File: config.mk
export PLATFORM = sky130hd
export DESIGN_NAME = reset_sequencer
export DESIGN_NICKNAME = d
export VERILOG_FILES = /design/src/rtl/reset_sequencer.sv
export SDC_FILE = /design/constraint.sdc
export NUM_CORES = 1
export LEC_CHECK = 0
export ABC_AREA = 1
export BUFFER_PORTS_ARGS = -buffer_cell sky130_fd_sc_hd__buf_2
export CAP_MARGIN = 10
export CORE_MARGIN = 3
export CORE_UTILIZATION = 40
export CTS_BUF_LIST = sky130_fd_sc_hd__clkbuf_2 sky130_fd_sc_hd__clkbuf_4 sky130_fd_sc_hd__clkbuf_8
export DETAILED_ROUTE_END_ITERATION = 7
export PLACE_DENSITY = 0.65
export SETUP_SLACK_MARGIN = 0.02
export SLEW_MARGIN = 30
export SYNTH_ARGS = -nofsm -noshare
export SYNTH_HDL_FRONTEND = slang
export SYNTH_SLANG_ARGS = --single-unit
File: constraint.sdc
create_clock -name clk -period 3.05 [get_ports clk]
set_input_delay 0.305 -clock clk [delete_from_list [all_inputs] [get_ports clk]]
set_output_delay 0.305 -clock clk [all_outputs]
set_load 0.02 [all_outputs]
File: src/rtl/reset_sequencer.sv
// Reset sequencer: holds NUM_CH reset outputs after power-on or a reset request.
// It then releases them one at a time in order, lowest channel first.
// Ports: clk; reset_n (sync, active-low); ext_req_n (async button, active-low);
//        sw_req (sync software request); rst_out[NUM_CH] (active-high);
//        busy; cause (0 = reset_n, 1 = external, 2 = software).
module reset_sequencer #(
  parameter int NUM_CH       = 3,
  parameter int TIMER_BIT    = 24,
  parameter int STAGGER_BIT  = 8,
  parameter int DEBOUNCE_BIT = 16
) (
  input  logic              clk,
  input  logic              reset_n,
  input  logic              ext_req_n,
  input  logic              sw_req,
  output logic [NUM_CH-1:0] rst_out,
  output logic              busy,
  output logic [1:0]        cause
);

  localparam int CW = ((TIMER_BIT > STAGGER_BIT) ? TIMER_BIT : STAGGER_BIT) + 1;
  localparam int IW = (NUM_CH > 1) ? $clog2(NUM_CH) : 1;
  localparam int DW = DEBOUNCE_BIT + 1;

  localparam logic [CW-1:0] HOLD_LAST = CW'((1 << TIMER_BIT) - 1);
  localparam logic [CW-1:0] GAP_LAST  = CW'((1 << STAGGER_BIT) - 1);
  localparam logic [DW-1:0] DEB_MAX   = DW'(1 << DEBOUNCE_BIT);
  localparam logic [IW-1:0] IDX_LAST  = IW'(NUM_CH - 1);

  localparam logic [1:0] CAUSE_POR = 2'd0;
  localparam logic [1:0] CAUSE_EXT = 2'd1;
  localparam logic [1:0] CAUSE_SW  = 2'd2;

  typedef enum logic [1:0] {
    ST_HOLD    = 2'd0,
    ST_RELEASE = 2'd1,
    ST_RUN     = 2'd2
  } state_t;

  state_t            state_q,   state_d;
  logic [CW-1:0]     cnt_q,     cnt_d;
  logic [IW-1:0]     idx_q,     idx_d;
  logic [NUM_CH-1:0] rst_out_q, rst_out_d;
  logic              busy_q,    busy_d;
  logic [1:0]        cause_q,   cause_d;
  logic              sync1_q,   sync1_d;
  logic              sync2_q,   sync2_d;
  logic [DW-1:0]     deb_q,     deb_d;
  logic              sw_q,      sw_d;

  logic ext_evt;
  logic ext_held;
  logic sw_evt;

  always_comb begin
    state_d   = state_q;
    cnt_d     = cnt_q;
    idx_d     = idx_q;
    rst_out_d = rst_out_q;
    cause_d   = cause_q;
    sync1_d   = ext_req_n;
    sync2_d   = sync1_q;
    sw_d      = sw_req;
    deb_d     = deb_q;

    // Debounce counts consecutive low samples and parks at DEB_MAX so a held
    // button fires only once; any high sample clears it.
    if (sync2_q) begin
      deb_d = '0;
    end else if (deb_q != DEB_MAX) begin
      deb_d = deb_q + DW'(1);
    end

    ext_evt  = !sync2_q && (deb_q == DEB_MAX - DW'(1));
    ext_held = (deb_q == DEB_MAX);
    sw_evt   = sw_req && !sw_q;

    if (ext_evt || sw_evt) begin
      state_d   = ST_HOLD;
      cnt_d     = '0;
      idx_d     = '0;
      rst_out_d = '1;
      cause_d   = ext_evt ? CAUSE_EXT : CAUSE_SW;
    end else begin
      case (state_q)
        ST_HOLD: begin
          if (ext_held) begin
            // Button still held: keep the hold timer parked at zero.
            cnt_d = '0;
          end else if (cnt_q == HOLD_LAST) begin
            state_d = ST_RELEASE;
            cnt_d   = '0;
            idx_d   = '0;
          end else begin
            cnt_d = cnt_q + CW'(1);
          end
        end
        ST_RELEASE: begin
          if (cnt_q == GAP_LAST) begin
            cnt_d = '0;
            idx_d = idx_q + IW'(1);
            for (int i = 0; i < NUM_CH; i++) begin
              if (i == int'(idx_q)) rst_out_d[i] = 1'b0;
            end
            if (idx_q == IDX_LAST) state_d = ST_RUN;
          end else begin
            cnt_d = cnt_q + CW'(1);
          end
        end
        ST_RUN: begin
          cnt_d = '0;
        end
        default: begin
          state_d   = ST_HOLD;
          cnt_d     = '0;
          idx_d     = '0;
          rst_out_d = '1;
        end
      endcase
    end

    busy_d = |rst_out_d;
  end

  always_ff @(posedge clk) begin
    if (!reset_n) begin
      state_q   <= ST_HOLD;
      cnt_q     <= '0;
      idx_q     <= '0;
      rst_out_q <= '1;
      busy_q    <= 1'b1;
      cause_q   <= CAUSE_POR;
      sync1_q   <= 1'b1;
      sync2_q   <= 1'b1;
      deb_q     <= '0;
      sw_q      <= 1'b0;
    end else begin
      state_q   <= state_d;
      cnt_q     <= cnt_d;
      idx_q     <= idx_d;
      rst_out_q <= rst_out_d;
      busy_q    <= busy_d;
      cause_q   <= cause_d;
      sync1_q   <= sync1_d;
      sync2_q   <= sync2_d;
      deb_q     <= deb_d;
      sw_q      <= sw_d;
    end
  end

  assign rst_out = rst_out_q;
  assign busy    = busy_q;
  assign cause   = cause_q;

endmodule

Word-level counts from Yosys, hierarchy flattened

Index checks and enable logic that the tools add are counted.

Add/subtract/negate cells: 3
Eq/ne operators: 14
Muxes and demuxes: 20
Bitwise logic cells: 2
Reductions and logical operators: 13

Operators with widths:

| operator                                                                | count |
|---|---|
| 25-bit two-way mux                                                      | 3 |
| 25-bit case mux with 2 select lines                                     | 1 |
| 25-bit by 1-bit adder with 25-bit output, second input constant         | 1 |
| 25-bit by 24-bit equality test with 1-bit output, second input constant | 1 |
| 25-bit by 8-bit equality test with 1-bit output, second input constant  | 1 |
| 17-bit by 1-bit adder with 17-bit output, second input constant         | 1 |
| 17-bit by 16-bit equality test with 1-bit output, second input constant | 1 |
| 17-bit equality test, second input constant                             | 1 |
| 17-bit != test, second input constant                                   | 1 |
| 2-bit two-way mux                                                       | 8 |
| 2-bit case mux with 3 select lines                                      | 2 |
| 2-bit != test, second input constant                                    | 4 |
| 3-bit two-way mux                                                       | 2 |
| 3-bit case mux with 2 select lines                                      | 1 |
| 2-bit OR reduction                                                      | 3 |
| 5-bit AND reduction                                                     | 1 |
| 2-bit equality test, first input constant                               | 2 |
| 2-bit equality test, second input constant                              | 2 |
| 2-bit zero test                                                         | 2 |
| 4-bit AND reduction                                                     | 1 |
| 1-bit two-way mux                                                       | 3 |
| 3-bit OR reduction                                                      | 1 |
| 2-bit by 1-bit adder with 2-bit output, second input constant           | 1 |
| 2-bit by 1-bit equality test with 1-bit output, second input constant   | 1 |
| other kinds (4)                                                         | 7 |

Bits in registers: 55
Logic and storage cells: 62

Depth between registers and ports, before layout

Depth after elaboration: 6
Gate-level depth with buffers: 14
Gate-level depth less buffers: 13

Worst setup path before layout

No wires, ideal clock.

Kind: reg2reg
Start: register deb_q[0]
End: register cnt_q[23]
Library setup time: 0.064 ns
Data arrival time: 1.882 ns
Required time: 2.986 ns
Path slack: 1.105 ns
Stages on the path, launching flop included: 15
Path through: dfxtp_1 ha_1 nand2_1 nor3_2 inv_1 nor3_1 ha_1 nand2_1 nand2_1 a21oi_2 inv_2 nor2_1 nand3_4 buf_6 nor2_1

Cells in the longest elaborated chain, start to end: 4

Ends and longest elaborated chain:

| item                                                                       | line | RTL |
|---|---|---|
| start: declaration                                                         | 48   | `logic [DW-1:0] deb_q, deb_d;` |
| start signal: assignment                                                   | 135  | `deb_q <= '0;` |
| start signal: assignment                                                   | 146  | `deb_q <= deb_d;` |
| parallel branches: the longest is 4 deep, another holds 25-bit two-way mux | -    |  |
| end signal: assignment                                                     | 139  | `cnt_q <= cnt_d;` |
| end: declaration                                                           | 41   | `logic [CW-1:0] cnt_q, cnt_d;` |

Parallel ways; which one is timed is not known.
A chain may end at the register's enable or synchronous reset.

Worst setup path after layout

Start: register deb_q[0]
End: register cnt_q[19]

Same word-level chain as after synthesis.

==> reports/results.ini <==
[outcome]
outcome=finished, final reports clean

[sta]
finalSetupViolCount=0
drv_slew=0
hold_slack_ns=0.177
finalSetupTns_ns=0
fmax_mhz=446
slew_headroom_pct=57.4
skew_ns=0.00530
rsz0062_at_grt=false
min_period_over_period_pct=73.6
worstMarginPinSlew_ns=0.637
timing_hold_violations_final=0
period_minus_slack_ns=2.24

[clocking]
htreeDepth=2
cts_resized=0
clk_latency_ns=0.31
post-cts-setup-buffers=0
cts_root_buf=clkbuf_8
clk_pin_slew_ns=0.09
cts_sinks=55
clock_path_buffers=2
numCtsBuffers=5
cts_tree=yes
hold_buffers=0

[global_route]
antenna_found_initial=0
grt_pass1_vias=1999
grt_pass1_wl_um=8340
grt_max_degree=25
grt_usage_pct=13.3
grt_overflow=0

[floorplanning]
start_util_pct=41.7
rows=29
dieArea_um2=7670
die_h_um=87.6
design.core.area_um2=6390
ios=10
die_w_um=87.6

[yosys]
netlist_area_um2=2660
syn-num-nets=384
ys_seq_area_share_pct=41.4
syn_area_per_cell_um2=7.14
netlist_instances=373
ys_types=30
ys_seq_elements=55
yosys_warnings=0

[critical_path]
worstPathArrival_ns=2.49
crit_type=reg -> reg
end_kind=flip-flop
cp.required_ns=3.29
crit_path_max_fanout=24
critical_path.startpoint_type=flip-flop

[finish]
final_cells=463
nFillCells=642
num_antenna_cells=0
drive_gt1_share_pct=9.33
multiInputGateArea_um2=1350
register_area_um2=1100
syn_to_final_growth_pct=8.32
nNetsFinal=397
fin_area_um2=2880

[place]
hpwl_um=3450
dpl.cell_count=456
placed_cell_area_um2=2780
port_buffers=9
gp_congestion=0.786

[routing]
drt_iter0_drc=103
route.vias.total=2190
drc=0
postRouteAntennaNets=0
post_drt_wl_per_cell_um=9.92
via_per_inst=4.73
drt_wl_total_um=4590
firstDrtPassIters=4

[power_and_ir_drop]
ir_drop_mv=0.248
leakage_nw=1.09
powerDensity_nw_per_um2=426

[min_path]
hold_path_class=in -> reg

[run]
drv_cap=0

per-layer routing:
layer	GRT usage (%)	share of wire, %	vias up
li1	-	-	1197
met1	17.7	51	962
met2	21.6	44	25
met3	2.82	3.3	6
met4	4.18	1.4	0
met5	0	0	-
flip-flops by register name, indices dropped and copies added, names as in the netlist:
register,cells
rst_out,3
sync2_q,1
cnt_q,25
idx_q,2
busy,1
cause,2
sw_q,1
state_q,2
deb_q,17
sync1_q,1
cells in the mapped netlist (all sizes together):
cell type	count	area, µm²
ha	7	87.6
nand3	17	103
inv	49	184
nor3	11	60.1
buf	3	26.3
nor3b	1	7.51
xnor2	5	43.8
nor2	78	315
o22ai	1	6.26
xor2	14	123
a211oi	1	7.51
o21a	1	7.51
dfxtp	55	1100
o21ai	16	80.1
a21oi	18	93.8
a31oi	3	18.8
nand2	79	309
nand3b	1	7.51
or2	4	25.0
nand4	9	56.3
critical path: stages (launching register included):
cell     delay (ns)
dfxtp_1        0.36
ha_1           0.22
nand2_1        0.11
nor3_2         0.08
inv_1          0.08
nor3_1         0.05
ha_1           0.17
nand2_1        0.08
nand2_1        0.08
a21oi_2        0.25
inv_2          0.04
nor2_1         0.20
nand3_4        0.27
nor2_1         0.18
cell type report:
| type | instances | area share [%] |
|---|---|---|
| clock inverters | 2 | 1.30 |
| flip-flops and latches | 55 | 38.2 |
| multi-input cells | 266 | 46.9 |
| clock buffers | 5 | 2.39 |
| repair buffers | 9 | 1.56 |
| inverters | 49 | 6.38 |
| well taps | 77 | 3.34 |
cells by family (layout without fill, tap and decap cells):
| kind of cell | count (synthesis) | in the layout | synth area share (%) |
|---|---|---|---|
| adders and majority gates | 7 | 7 | 3.29 |
| xor gates and xnor gates | 19 | 19 | 6.25 |
| DFF | 55 | 55 | 41.4 |
| buffers and inverters | 52 | 65 | 7.89 |
| and+or+nand+nor | 200 | 200 | 33.2 |
| AOI/OAI and AO/OA | 40 | 40 | 8.04 |
final timing paths:
kind | slack [ns] | depth (start not counted) | to | from
setup / recovery | 0.81 | 13 | cnt_q[19]$_SDFF_PP0_ | deb_q[0]$_SDFFE_PP0N_
hold / removal | 0.18 | 2 | sync1_q$_SDFF_PN1_ | ext_req_n
setup reg to reg | 0.81 | 13 | cnt_q[19]$_SDFF_PP0_ | deb_q[0]$_SDFFE_PP0N_
hold reg to reg | 0.43 | 1 | sync2_q$_SDFF_PN1_ | sync1_q$_SDFF_PN1_
metrics by stage:
stage | power [W] | utilization [%] | setup WS [ns]
3_3_place_gp | 0.000773 | 43.5 | 0.884
2_1_floorplan | 0.000768 | - | 1.10
5_1_grt | 0.00127 | 45.2 | 0.491
3_5_place_dp | 0.000773 | 43.5 | 0.814
4_1_cts | 0.00125 | 45.2 | 0.789
6_report | 0.00123 | 45.2 | 0.806
layout by cell type (no fill, tap or decap):
cell type	n
nand2_1	74
nor2_1	73
dfxtp_1	55
inv_1	47
a21oi_1	17
nand3_1	15
o21ai_0	15
xor2_1	14
nor3_1	10
nand4_1	9
buf_2	9
ha_1	7
nand2_2	5
xnor2_1	5
clkbuf_8	5
or2_2	4
nor2_2	3
a31oi_1	3
inv_2	2
nor2_4	2
nor3_2	1
nand3b_1	1
nand3_2	1
a21oi_2	1
nand3_4	1
nor3b_1	1
o21a_1	1
a211oi_1	1
o21ai_1	1
o22ai_1	1
bufinv_16	1
clkinvlp_4	1
where the power goes:
part           leakage [nW]  internal (W)  switching, W  total (W)
logic                 0.596    0.00000974     0.0000200  0.0000298
clock network        0.0502      0.000240      0.000233   0.000473
registers             0.444      0.000723    0.00000333   0.000726
Power figures use the tool's default switching activity.
